==> config.mk <==
export PLATFORM = sky130hd
export DESIGN_NAME = mult_div_unit
export DESIGN_NICKNAME = d
export VERILOG_FILES = /design/src/rtl/mult_div_pkg.sv /design/src/rtl/mult_div_unit_div_core.sv /design/src/rtl/mult_div_unit.sv
export SDC_FILE = /design/constraint.sdc
export NUM_CORES = 1
export LEC_CHECK = 0
export ABC_AREA = 1
export BUFFER_PORTS_ARGS = -buffer_cell sky130_fd_sc_hd__buf_2
export CAP_MARGIN = 30
export CORE_MARGIN = 5
export CORE_UTILIZATION = 55
export DETAILED_ROUTE_END_ITERATION = 16
export PLACE_DENSITY = 0.77
export SKIP_LAST_GASP = 1
export SYNTH_ARGS = -nofsm -noshare
export SYNTH_HDL_FRONTEND = slang
export SYNTH_HIERARCHICAL = 1
export SYNTH_SLANG_ARGS = --single-unit
==> constraint.sdc <==
create_clock -name clock -period 4.4 [get_ports clock]
set_input_delay 0.44 -clock clock [delete_from_list [all_inputs] [get_ports clock]]
set_output_delay 0.44 -clock clock [all_outputs]
set_load 0.02 [all_outputs]
==> src/rtl/mult_div_pkg.sv <==
// Shared definitions for the multiply/divide unit.
//   state_t       : control state encoding (IDLE, MUL_RUN, DIV_RUN, DONE)
//   DEFAULT_WIDTH : default operand width
//   cnt_width()   : width of an iteration counter able to hold WIDTH
//   CNT_W         : counter width for the default operand width
package mult_div_pkg;

    localparam int DEFAULT_WIDTH = 32;

    function automatic int cnt_width(input int width);
        return $clog2(width) + 1;
    endfunction

    localparam int CNT_W = cnt_width(DEFAULT_WIDTH);

    typedef enum logic [1:0] {
        IDLE    = 2'd0,
        MUL_RUN = 2'd1,
        DIV_RUN = 2'd2,
        DONE    = 2'd3
    } state_t;

endpackage

==> src/rtl/mult_div_unit_div_core.sv <==
// Restoring signed divider datapath, one quotient bit per step.
// Ports:
//   clock    in  : system clock, rising edge
//   load     in  : capture |dividend|, |divisor| and result signs
//   step     in  : perform one shift / trial-subtract iteration
//   dividend in  : signed dividend (rs)
//   divisor  in  : signed divisor (rt), never zero when load is high
//   quo_fix  out : signed quotient of the step in progress, sign applied
//   rem_fix  out : signed remainder of the step in progress, sign applied
// The outputs are only meaningful on the final step; the owner captures
// them on that edge so intermediate values never reach the HI/LO ports.
module div_core
    import mult_div_pkg::*;
#(
    parameter int WIDTH = DEFAULT_WIDTH
) (
    input  logic             clock,
    input  logic             load,
    input  logic             step,
    input  logic [WIDTH-1:0] dividend,
    input  logic [WIDTH-1:0] divisor,
    output logic [WIDTH-1:0] quo_fix,
    output logic [WIDTH-1:0] rem_fix
);

    logic [WIDTH-1:0] rem;
    logic [WIDTH-1:0] quo;
    logic [WIDTH-1:0] dvs;
    logic             q_neg;
    logic             r_neg;

    logic [WIDTH:0]   shifted;
    logic [WIDTH:0]   trial;
    logic             fits;
    logic [WIDTH-1:0] rem_next;
    logic [WIDTH-1:0] quo_next;

    // |INT_MIN| wraps to 2^(WIDTH-1), which is still correct read as unsigned.
    function automatic logic [WIDTH-1:0] magnitude(input logic [WIDTH-1:0] v);
        return v[WIDTH-1] ? -v : v;
    endfunction

    // The dividend magnitude is shifted out of quo MSB-first while quotient
    // bits are shifted in at the bottom.
    assign shifted  = {rem, quo[WIDTH-1]};
    assign trial    = shifted - {1'b0, dvs};
    assign fits     = ~trial[WIDTH];
    assign rem_next = fits ? trial[WIDTH-1:0] : shifted[WIDTH-1:0];
    assign quo_next = {quo[WIDTH-2:0], fits};

    // Truncating division: quotient negative when signs differ, remainder
    // takes the sign of the dividend.
    assign quo_fix  = q_neg ? -quo_next : quo_next;
    assign rem_fix  = r_neg ? -rem_next : rem_next;

    // NOTE: pure datapath registers carry no reset; load always initialises
    // them before any step reads them, and the control FSM gates their use.
    always_ff @(posedge clock) begin
        if (load) begin
            rem   <= '0;
            quo   <= magnitude(dividend);
            dvs   <= magnitude(divisor);
            q_neg <= dividend[WIDTH-1] ^ divisor[WIDTH-1];
            r_neg <= dividend[WIDTH-1];
        end else if (step) begin
            rem   <= rem_next;
            quo   <= quo_next;
        end
    end

endmodule

==> src/rtl/mult_div_unit.sv <==
// Multicycle signed multiplier/divider (MIPS mult/div semantics).
// Ports:
//   clock   in  : system clock, rising edge
//   Reset   in  : synchronous active-high reset
//   CtoM    in  : start-multiply pulse
//   CtoD    in  : start-divide pulse (CtoM wins if both are high)
//   A, B    in  : operands (multiplicand/multiplier, dividend/divisor)
//   HI, LO  out : mult -> product high/low; div -> remainder/quotient
//   MtoC    out : multiply-done pulse, one cycle
//   DtoC    out : divide-done pulse, one cycle
//   DivZero out : divide-by-zero pulse, one cycle, no operation started
//   busy    out : high while an operation iterates
// Latency: start at edge T, busy for cycles T+1..T+WIDTH, done and valid
// HI/LO in cycle T+WIDTH+1.
module mult_div_unit
    import mult_div_pkg::*;
#(
    parameter int WIDTH = DEFAULT_WIDTH
) (
    input  logic             clock,
    input  logic             Reset,
    input  logic             CtoM,
    input  logic             CtoD,
    input  logic [WIDTH-1:0] A,
    input  logic [WIDTH-1:0] B,
    output logic [WIDTH-1:0] HI,
    output logic [WIDTH-1:0] LO,
    output logic             MtoC,
    output logic             DtoC,
    output logic             DivZero,
    output logic             busy
);

    localparam int CW = cnt_width(WIDTH);

    state_t          state;
    state_t          state_next;
    logic [CW-1:0]   count;
    logic            last_step;
    logic            op_div;

    logic            start_mul;
    logic            start_div;
    logic            div_by_zero;

    // Booth accumulator. The upper half carries one extra sign bit so that
    // subtracting an INT_MIN multiplicand cannot overflow.
    logic [WIDTH-1:0] mcand;
    logic [WIDTH:0]   p_hi;
    logic [WIDTH-1:0] p_lo;
    logic             q_m1;
    logic [WIDTH:0]   sum;
    logic [WIDTH:0]   p_hi_next;
    logic [WIDTH-1:0] p_lo_next;

    logic [WIDTH-1:0] quo_fix;
    logic [WIDTH-1:0] rem_fix;

    assign start_mul   = (state == IDLE) && CtoM;
    assign start_div   = (state == IDLE) && !CtoM && CtoD && (B != '0);
    assign div_by_zero = (state == IDLE) && !CtoM && CtoD && (B == '0);
    assign last_step   = (count == CW'(WIDTH - 1));

    assign busy = (state == MUL_RUN) || (state == DIV_RUN);
    assign MtoC = (state == DONE) && !op_div;
    assign DtoC = (state == DONE) && op_div;

    // NOTE: sequential state uses non-blocking assignments so every register
    // samples pre-edge values regardless of block ordering.
    always_ff @(posedge clock) begin
        if (Reset) state <= IDLE;
        else       state <= state_next;
    end

    // NOTE: state_next gets its default before the case so no path leaves it
    // unassigned and no latch is inferred.
    always_comb begin
        state_next = state;
        unique case (state)
            IDLE: begin
                if (start_mul)      state_next = MUL_RUN;
                else if (start_div) state_next = DIV_RUN;
            end
            MUL_RUN, DIV_RUN: begin
                if (last_step) state_next = DONE;
            end
            DONE:    state_next = IDLE;
            default: state_next = IDLE;
        endcase
    end

    // Control registers and the architecturally visible HI/LO.
    always_ff @(posedge clock) begin
        if (Reset) begin
            count   <= '0;
            op_div  <= 1'b0;
            DivZero <= 1'b0;
            HI      <= '0;
            LO      <= '0;
        end else begin
            DivZero <= div_by_zero;
            if (start_mul || start_div) begin
                count  <= '0;
                op_div <= start_div;
            end else if (busy) begin
                count  <= count + 1'b1;
            end
            if (last_step && state == MUL_RUN) begin
                HI <= p_hi_next[WIDTH-1:0];
                LO <= p_lo_next;
            end else if (last_step && state == DIV_RUN) begin
                HI <= rem_fix;
                LO <= quo_fix;
            end
        end
    end

    // Radix-2 Booth step: examine {P_lo[0], q_-1}, add/subtract the
    // multiplicand into the upper half, then arithmetic shift right by one.
    always_comb begin
        sum = p_hi;
        unique case ({p_lo[0], q_m1})
            2'b01:   sum = p_hi + {mcand[WIDTH-1], mcand};
            2'b10:   sum = p_hi - {mcand[WIDTH-1], mcand};
            default: sum = p_hi;
        endcase
    end

    assign p_hi_next = {sum[WIDTH], sum[WIDTH:1]};
    assign p_lo_next = {sum[0], p_lo[WIDTH-1:1]};

    always_ff @(posedge clock) begin
        if (start_mul) begin
            mcand <= A;
            p_hi  <= '0;
            p_lo  <= B;
            q_m1  <= 1'b0;
        end else if (state == MUL_RUN) begin
            p_hi  <= p_hi_next;
            p_lo  <= p_lo_next;
            q_m1  <= p_lo[0];
        end
    end

    div_core #(
        .WIDTH (WIDTH)
    ) u_div_core (
        .clock    (clock),
        .load     (start_div),
        .step     (state == DIV_RUN),
        .dividend (A),
        .divisor  (B),
        .quo_fix  (quo_fix),
        .rem_fix  (rem_fix)
    );

endmodule

==> PnR_summary.wiki, run 1 <==
{| class="wikitable"
! Metric !! Value
|-
| Worst Tran Pin Value || 913.0 ps
|-
| Finished Cell Area || 22310 um^2
|-
| Number of global-route vias before repair || 19040
|-
| Root buf cell || sky130_fd_sc_hd__clkbuf_16
|-
| Overall global routing resource usage || 31.95%
|-
| Die footprint || 40670 um^2
|-
| Library cell contributing the largest single delay on the critical path || sky130_fd_sc_hd__fa_1
|-
| Overflow after GRT || 0
|-
| Num ports || 136
|-
| Number of warnings reported in the yosys synthesis log || 6
|-
| Fmax || 0.2463 GHz
|-
| Top cell type by total area after synthesis || sky130_fd_sc_hd__edfxtp_1
|-
| Number of setup buffers added after CTS || 0
|-
| Outcome || completed
|-
| Share of power burned in the clock network || 15.1%
|-
| Placed cell area || 21220 um^2
|-
| Clk_skew || 15.64 ps
|-
| Number of filler cells placed in the layout || 3464
|-
| Relative slew margins || 39.06%
|-
| Die Span X || 201.7 um
|-
| Initial Util || 55.45%
|-
| RSZ-0062 raised after global routing || false
|-
| Latest clock arrival within the worst-skew pair || 560 ps
|-
| Pin count of the biggest net entering global routing || 54
|-
| Mean instance size in the synthesized netlist || 6.699 um^2
|-
| Number of sinks handled by clock tree synthesis || 269
|-
| Final hold violation count || 0
|-
| Total area of sequential cells || 6686 um^2
|-
| CP max FO || 4
|-
| Core ar. || 36430 um^2
|-
| Port Buf Inserts || 135
|-
| Final count of negative-setup-slack endpoints || 0
|-
| Post-synthesis async set-or-reset flop share || 0%
|-
| P_int || 8521 uW
|-
| Antenna violation net count after detailed routing || 0
|-
| Count of state elements after synthesis || 269
|-
| First-pass GRT wire length || 103600 um
|-
| Total number of vias || 20440
|-
| Share of total power in combinational logic || 62.1%
|-
| Number of clock buffers inserted by TritonCTS || 34
|-
| Main area contributors after synthesis || sky130_fd_sc_hd__edfxtp_1 19%, sky130_fd_sc_hd__nand2_1 17%, sky130_fd_sc_hd__dfxtp_1 14%
|-
| Power density cells || 806.5 nW/um^2
|-
| Final Cycle Share || 92.26%
|-
| Crit Path Category || reg2reg
|-
| Sw power || 9467 uW
|-
| Number of DRC violations after detailed routing || 0
|-
| Static Leakage || 0.01110 uW
|-
| Area of the mapped netlist || 20200 um^2
|-
| Total routed wirelength || 66940 um
|-
| Time the final worst path needs with I/O delays and setup || 4060 ps
|-
| Layout Area Growth over Synthesis || 10.40%
|-
| Maximum buffer depth of the clock tree || 3
|-
| Gates resized, CTS repair || 0
|-
| Part of the total power dissipated in sequential elements || 22.8%
|-
| Worst vdd rail ir drop || 0.3599 mV
|-
| Die H || 201.7 um
|-
| Synthesized netlist net count || 3162
|-
| Most common cell in the netlist || sky130_fd_sc_hd__nand2_1
|-
| CTS tree || yes
|-
| Cell repeated most along the worst path || sky130_fd_sc_hd__inv_1
|-
| Flip-flop cell with the highest count after synthesis || sky130_fd_sc_hd__dfxtp_1
|-
| CTS Hold Bufs || 0
|-
| Clock-pin slew of the registers on the worst-case setup and hold paths || 60 ps
|-
| TritonRoute pass-1 iters || 7
|-
| Synth top cells by count || 941 x sky130_fd_sc_hd__nand2_1, 456 x sky130_fd_sc_hd__inv_1, 231 x sky130_fd_sc_hd__nor2_1
|-
| Dpl hpwl || 53270 um
|-
| Final layout net count || 3270
|-
| Proportion of total power due to net switching || 52.63%
|-
| Sequential area share after synthesis || 33.09%
|-
| Worst Setup Start Kind || flip-flop
|-
| Number of levels the H-tree was split into || 2
|-
| Initial antenna violation count || 5
|-
| Routability congestion estimate || 0.9948
|-
| Top-area cell type share of the netlist area || 19.32%
|-
| Sum of negative setup slack || 0 ps
|-
| Class of the tightest hold or removal check || in2reg
|-
| Gate count after technology mapping || 3016
|-
| Total area of multi-input combinational cells || 11360 um^2
|-
| Final number of max-transition violations || 0
|-
| Average via count per standard cell || 5.648
|-
| Max capacitance violation total || 0
|-
| Share of layout cells above drive strength 1 || 10.32%
|-
| Required @ worst endpoint || 4860 ps
|-
| Worst stage delay on the critical path || 410 ps
|-
| Number of distinct library cells after synthesis || 56
|-
| Routed length per placed instance || 18.50 um
|-
| Worst EP arrival || 4520 ps
|-
| Standard-cell row count || 70
|-
| Crit end category || flip-flop
|-
| Detailed router's first-iteration violation count || 1974
|-
| Count of flip-flops with a built-in enable after synthesis || 130
|}
[flip-flops by register name, indices dropped and copies added, names as in the netlist, 2 cells and up]
register        cells
HI                 32
LO                 32
mcand              32
p_hi               32
p_lo               32
u_div_core/dvs     32
u_div_core/quo     32
u_div_core/rem     32
count               6
state               2
[final cells by class]
class	instances	share of cell area, %
sequential	269	29.98
clock inverter	10	0.3983
multi-input combinational	2194	50.92
tap	468	2.625
antenna	1	0.01122
timing repair buffer	159	3.837
clock buffer	52	4.392
inverter	466	7.842
[metrics by stage]
step                worst slack (ps)  cells  hold WS (ps)  total power [uW]  utilization, %
finish                         340.4   3619         116.7             17990           61.22
floorplan                      225.8   3016         449.1             12120               -
global route                   17.71   3618         96.22             19400           61.21
CTS                            141.2   3618         90.28             17790           61.16
global placement               241.8   3556         451.7             14870           58.23
detailed placement             147.1   3556         454.6             15030           58.23
[per-layer routing]
| layer | global-route usage (%) | up-vias | share of wire [%] |
|---|---|---|---|
| met3 | 5.479 | 142 | 8.1 |
| met5 | 0 | - | 0.085 |
| met2 | 50.71 | 891 | 45 |
| li1 | - | 9887 | - |
| met4 | 11.11 | 8 | 3.8 |
| met1 | 44.28 | 9512 | 43 |
[kinds of logic after synthesis]
kind of cell               after synthesis  synth area share [%]
and+or+nand+nor                       1560                 33.17
buffers and inverters                  553                 10.82
DFF                                    269                 33.09
adders and majority gates               78                 4.905
AOI/OAI and AO/OA                      398                 11.16
xor gates and xnor gates               158                 6.849
[power groups by stage]
stage / sequential, uW / combinational, uW / clock (uW)
floorplan: 3870 / 8250 / 0
global placement: 4110 / 10800 / 0
detailed placement: 4130 / 10900 / 0
CTS: 4080 / 11000 / 2740
global route: 4150 / 12400 / 2860
finish: 4110 / 11200 / 2720
[path summary, 6_finish.rpt]
kind | to | slack [ps] | depth (start not counted) | from
setup / recovery | LO[28] | 340 | 27 | u_div_core/quo[31]
hold / removal | mcand[22] | 120 | 1 | A[22]
setup reg to reg | LO[28] | 340 | 27 | u_div_core/quo[31]
hold reg to reg | HI[25] | 460 | 2 | HI[25]
[worst max-delay path, delay by kind of cell, from the launching register on]
kind            cells  cell delay [ps]
fa+ha+maj           3              720
xor+xnor            1              170
simple gates       16             2060
compound gates      2              270
flops               1              350
buf+inv             5              390
[layout by cell type, fill, tap and decap left out, types with 4 or more instances in the layout]
| cell | Yosys | layout |
|---|---|---|
| sky130_fd_sc_hd__nand2_1 | 941 | 941 |
| sky130_fd_sc_hd__a21oi_1 | 120 | 120 |
| sky130_fd_sc_hd__buf_4 | 5 | 24 |
| sky130_fd_sc_hd__and2_1 | 4 | 4 |
| sky130_fd_sc_hd__nand3_1 | 177 | 176 |
| sky130_fd_sc_hd__nand2_2 | 42 | 42 |
| sky130_fd_sc_hd__clkbuf_16 | 0 | 35 |
| sky130_fd_sc_hd__clkbuf_8 | 0 | 4 |
| sky130_fd_sc_hd__a31oi_1 | 23 | 23 |
| sky130_fd_sc_hd__clkbuf_1 | 53 | 13 |
| sky130_fd_sc_hd__nor2_4 | 6 | 7 |
| sky130_fd_sc_hd__nor3_1 | 27 | 27 |
| sky130_fd_sc_hd__o21bai_1 | 11 | 11 |
| sky130_fd_sc_hd__a32o_1 | 5 | 5 |
| sky130_fd_sc_hd__nand4_1 | 34 | 34 |
| sky130_fd_sc_hd__nor2_2 | 18 | 18 |
| sky130_fd_sc_hd__edfxtp_1 | 130 | 130 |
| sky130_fd_sc_hd__dfxtp_1 | 139 | 139 |
| sky130_fd_sc_hd__nor4_1 | 29 | 29 |
| sky130_fd_sc_hd__o211ai_1 | 23 | 23 |
| sky130_fd_sc_hd__nand2_4 | 5 | 5 |
| sky130_fd_sc_hd__inv_2 | 7 | 8 |
| sky130_fd_sc_hd__inv_1 | 456 | 455 |
| sky130_fd_sc_hd__nor2_1 | 231 | 230 |
| sky130_fd_sc_hd__a21o_1 | 5 | 5 |
| sky130_fd_sc_hd__nand3b_1 | 10 | 10 |
| sky130_fd_sc_hd__ha_1 | 76 | 76 |
| sky130_fd_sc_hd__o21ai_2 | 5 | 6 |
| sky130_fd_sc_hd__o22ai_1 | 31 | 31 |
| sky130_fd_sc_hd__xnor2_1 | 70 | 70 |
| sky130_fd_sc_hd__o21ai_1 | 8 | 7 |
| sky130_fd_sc_hd__o21ai_0 | 153 | 153 |
| sky130_fd_sc_hd__or2_2 | 16 | 16 |
| sky130_fd_sc_hd__buf_2 | 17 | 135 |
| sky130_fd_sc_hd__xor2_1 | 88 | 88 |
| sky130_fd_sc_hd__o31ai_1 | 5 | 5 |
Power figures use the tool's default switching activity.
==> run 2, diff against run 1 <==
--- a/config.mk
+++ b/config.mk
@@ -11,9 +11,8 @@
 export CORE_MARGIN = 5
 export CORE_UTILIZATION = 55
 export DETAILED_ROUTE_END_ITERATION = 16
-export PLACE_DENSITY = 0.77
+export PLACE_DENSITY = 0.78
 export SKIP_LAST_GASP = 1
 export SYNTH_ARGS = -nofsm -noshare
 export SYNTH_HDL_FRONTEND = slang
-export SYNTH_HIERARCHICAL = 1
 export SYNTH_SLANG_ARGS = --single-unit
==> run 2 against run 1 <==
  * Hold slack worse by 68 ps
  * Cell count fell by 7.1%
  * First-iteration DRC count is 17% higher
  * Register-to-register slack lost 100 ps
  * Combinational power is 43% lower
  * Fmax is 2.4% lower
  * Synthesized area shrank 5.1%
  * Die area shrank 4.8%
  * Non-clock buffer count grew 16
  * Final area decreased by 2.3%
  * Critical endpoint is now HI[30]
  * Sequential power is 7.1% lower
==> PnR_summary.wiki, run 2 <==
{| class="wikitable"
! Metric !! Value
|-
| Part of the total power dissipated in sequential elements || 29.5%
|-
| Overall global routing resource usage || 32.45%
|-
| Clk_skew || 18.01 ps
|-
| Flip-flop cell with the highest count after synthesis || sky130_fd_sc_hd__dfxtp_1
|-
| Number of clock buffers inserted by TritonCTS || 31
|-
| Commonest non-fill, non-tap cell in the layout || sky130_fd_sc_hd__nand2_1
|-
| Antenna violation net count after detailed routing || 0
|-
| Share of power burned in the clock network || 21.3%
|-
| Final number of max-transition violations || 0
|-
| Gate count after technology mapping || 2765
|-
| Final layout net count || 3027
|-
| Kind of cell adding the most delay to the critical path || simple AND/OR/NAND/NOR gates
|-
| Share of layout cells above drive strength 1 || 12.56%
|-
| Number of gates on the worst path with buffers counted || 24
|-
| Overflow after GRT || 0
|-
| Layout Area Growth over Synthesis || 13.56%
|-
| Crit Path Category || reg2reg
|-
| Outcome || completed
|-
| Max capacitance violation total || 0
|-
| Count of state elements after synthesis || 269
|-
| Cell repeated most along the worst path || sky130_fd_sc_hd__nand2_1
|-
| Worst stage delay on the critical path || 390 ps
|-
| Count of buffer and inverter cells on the critical path || 6
|-
| RSZ-0062 raised after global routing || true
|-
| Root buf cell || sky130_fd_sc_hd__clkbuf_16
|-
| N_diodes || 0
|-
| Number of DRC violations after detailed routing || 0
|-
| P_int || 7059 uW
|-
| Number of sinks handled by clock tree synthesis || 269
|-
| Standard-cell row count || 68
|-
| Total routed wirelength || 65760 um
|-
| TritonRoute pass-1 iters || 7
|-
| Ordered list of cells on the worst path || inv_1, ha_4, nand2_1, nor3_2, inv_1, nor3_2, nand2_1, nor4_2, nand4_1, o21ai_2, buf_6, o21ai_1, xor2_1, ha_1, inv_2, buf_4, o21bai_1, a221oi_2, buf_4, nand3_1, nand3_1, a21oi_1, nand2_1, a21oi_1
|-
| Maximum buffer depth of the clock tree || 3
|-
| Top cell type by total area after synthesis || sky130_fd_sc_hd__edfxtp_1
|-
| Num ports || 136
|-
| Proportion of total power due to net switching || 45.56%
|-
| Average via count per standard cell || 5.783
|-
| CP max FO || 4
|-
| Worst Setup Start Kind || flip-flop
|-
| Synthesized netlist net count || 2911
|-
| Worst EP arrival || 4600 ps
|-
| Sum of negative setup slack || 0 ps
|-
| First-pass GRT wire length || 99660 um
|-
| Static Leakage || 0.01035 uW
|-
| Worst hold-check slack || 49.18 ps
|-
| Required @ worst endpoint || 4840 ps
|-
| Port Buf Inserts || 135
|-
| Time the final worst path needs with I/O delays and setup || 4160 ps
|-
| Die Span X || 196.8 um
|-
| Initial Util || 55.67%
|-
| Top-area cell type share of the netlist area || 20.35%
|-
| Core ar. || 34460 um^2
|-
| Number of filler cells placed in the layout || 3148
|-
| Die footprint || 38710 um^2
|-
| Dpl hpwl || 51190 um
|-
| Power density cells || 595.2 nW/um^2
|-
| CTS tree || yes
|-
| Pin count of the biggest net entering global routing || 80
|-
| Final hold violation count || 0
|-
| Clock-pin slew of the registers on the worst-case setup and hold paths || 60 ps
|-
| Routability congestion estimate || 0.9657
|-
| Final Cycle Share || 94.54%
|-
| Worst vdd rail ir drop || 0.4479 mV
|-
| Worst Tran Pin Value || 877.7 ps
|-
| Class of the tightest hold or removal check || in2reg
|-
| Initial antenna violation count || 1
|-
| Area of the mapped netlist || 19180 um^2
|-
| Main area contributors after synthesis || sky130_fd_sc_hd__edfxtp_1 20%, sky130_fd_sc_hd__nand2_1 15%, sky130_fd_sc_hd__dfxtp_1 15%
|-
| Synth top cells by count || 751 x sky130_fd_sc_hd__nand2_1, 341 x sky130_fd_sc_hd__inv_1, 233 x sky130_fd_sc_hd__nor2_1
|-
| Crit end category || flip-flop
|-
| Sw power || 5906 uW
|-
| Final count of negative-setup-slack endpoints || 0
|-
| Sequential area share after synthesis || 34.86%
|-
| Number of levels the H-tree was split into || 1
|-
| Number of global-route vias before repair || 17810
|-
| Number of warnings reported in the yosys synthesis log || 0
|-
| Mean instance size in the synthesized netlist || 6.937 um^2
|-
| Number of distinct library cells after synthesis || 57
|-
| Post-synthesis async set-or-reset flop share || 0%
|-
| Relative slew margins || 41.42%
|-
| Die H || 196.8 um
|-
| Latest clock arrival within the worst-skew pair || 600 ps
|-
| Worst reg2reg path depth || 24
|-
| Count of flip-flops with a built-in enable after synthesis || 130
|-
| Total number of vias || 19440
|-
| Detailed router's first-iteration violation count || 2302
|-
| Number of cells on the worst hold path || 2
|-
| Routed length per placed instance || 19.57 um
|-
| Fmax || 0.2404 GHz
|-
| Library cell contributing the largest single delay on the critical path || sky130_fd_sc_hd__edfxtp_1
|-
| Share of total power in combinational logic || 49.2%
|-
| Most common cell in the netlist || sky130_fd_sc_hd__nand2_1
|-
| Commonest non-fill, non-tap cells in the layout || 744 x sky130_fd_sc_hd__nand2_1, 337 x sky130_fd_sc_hd__inv_1, 230 x sky130_fd_sc_hd__nor2_1
|}
run 2: cell type report:
cell class / count / area, um^2 / area share (%)
Timing Repair Buffer: 175 / 1057 / 4.854
Inverter: 352 / 1321 / 6.065
Clock inverter: 13 / 141.4 / 0.6491
Sequential cell: 269 / 6686 / 30.69
Clock buffer: 45 / 964.7 / 4.428
Multi-Input combinational cell: 2052 / 11040 / 50.70
Tap cell: 455 / 569.3 / 2.613
run 2: power by group through the flow:
stage | combinational, uW | clock (uW) | sequential (uW)
global placement | 5780 | 0 | 3830
global route | 7030 | 2880 | 3850
CTS | 5910 | 2770 | 3790
floorplan | 4190 | 0 | 3600
finish | 6380 | 2760 | 3820
detailed placement | 5850 | 0 | 3840
run 2: per-layer routing:
| metal | track usage (%) | vias to the layer above | part of all wire [%] |
|---|---|---|---|
| li1 | - | 9371 | - |
| met1 | 46.46 | 9020 | 43 |
| met2 | 52.11 | 894 | 45 |
| met3 | 4.479 | 152 | 8.9 |
| met4 | 8.449 | 0 | 3.5 |
| met5 | 0 | - | 0 |
run 2: logic make-up (layout without fill, tap and decap cells):
family / Yosys count / in the layout / share of synthesized area [%]
adders and majority gates: 78 / 78 / 5.166
AOI/OAI and AO/OA: 543 / 543 / 15.90
xor gates and xnor gates: 130 / 130 / 5.936
DFF: 269 / 269 / 34.86
buffers and inverters: 444 / 585 / 9.014
and+or+nand+nor: 1301 / 1301 / 29.12
run 2: metrics by stage:
stage | util (%) | setup slack (ps) | cells | power (uW) | cell area (um^2)
floorplan | - | 336.8 | 2765 | 7789 | 19180
global placement | 58.82 | 144.5 | 3291 | 9608 | 20270
detailed placement | 58.88 | -46.73 | 3292 | 9689 | 20290
CTS | 62.11 | 6.663 | 3350 | 12480 | 21400
global route | 63.22 | -128.7 | 3361 | 13750 | 21780
finish | 63.22 | 240.2 | 3361 | 12960 | 21780
run 2: worst paths after layout:
check	startpoint	slack, ps	to
max reg2reg	mcand[0]	240	HI[30]
min	CtoM	50	DivZero
min reg2reg	HI[7]	460	HI[7]
max	mcand[0]	240	HI[30]
run 2: what timing repair did:
action,CTS,global route
setup endpoints to repair,1,25
gates resized for setup,2,62
pin swaps,0,28
buffers inserted,0,9
hold buffers,0,0
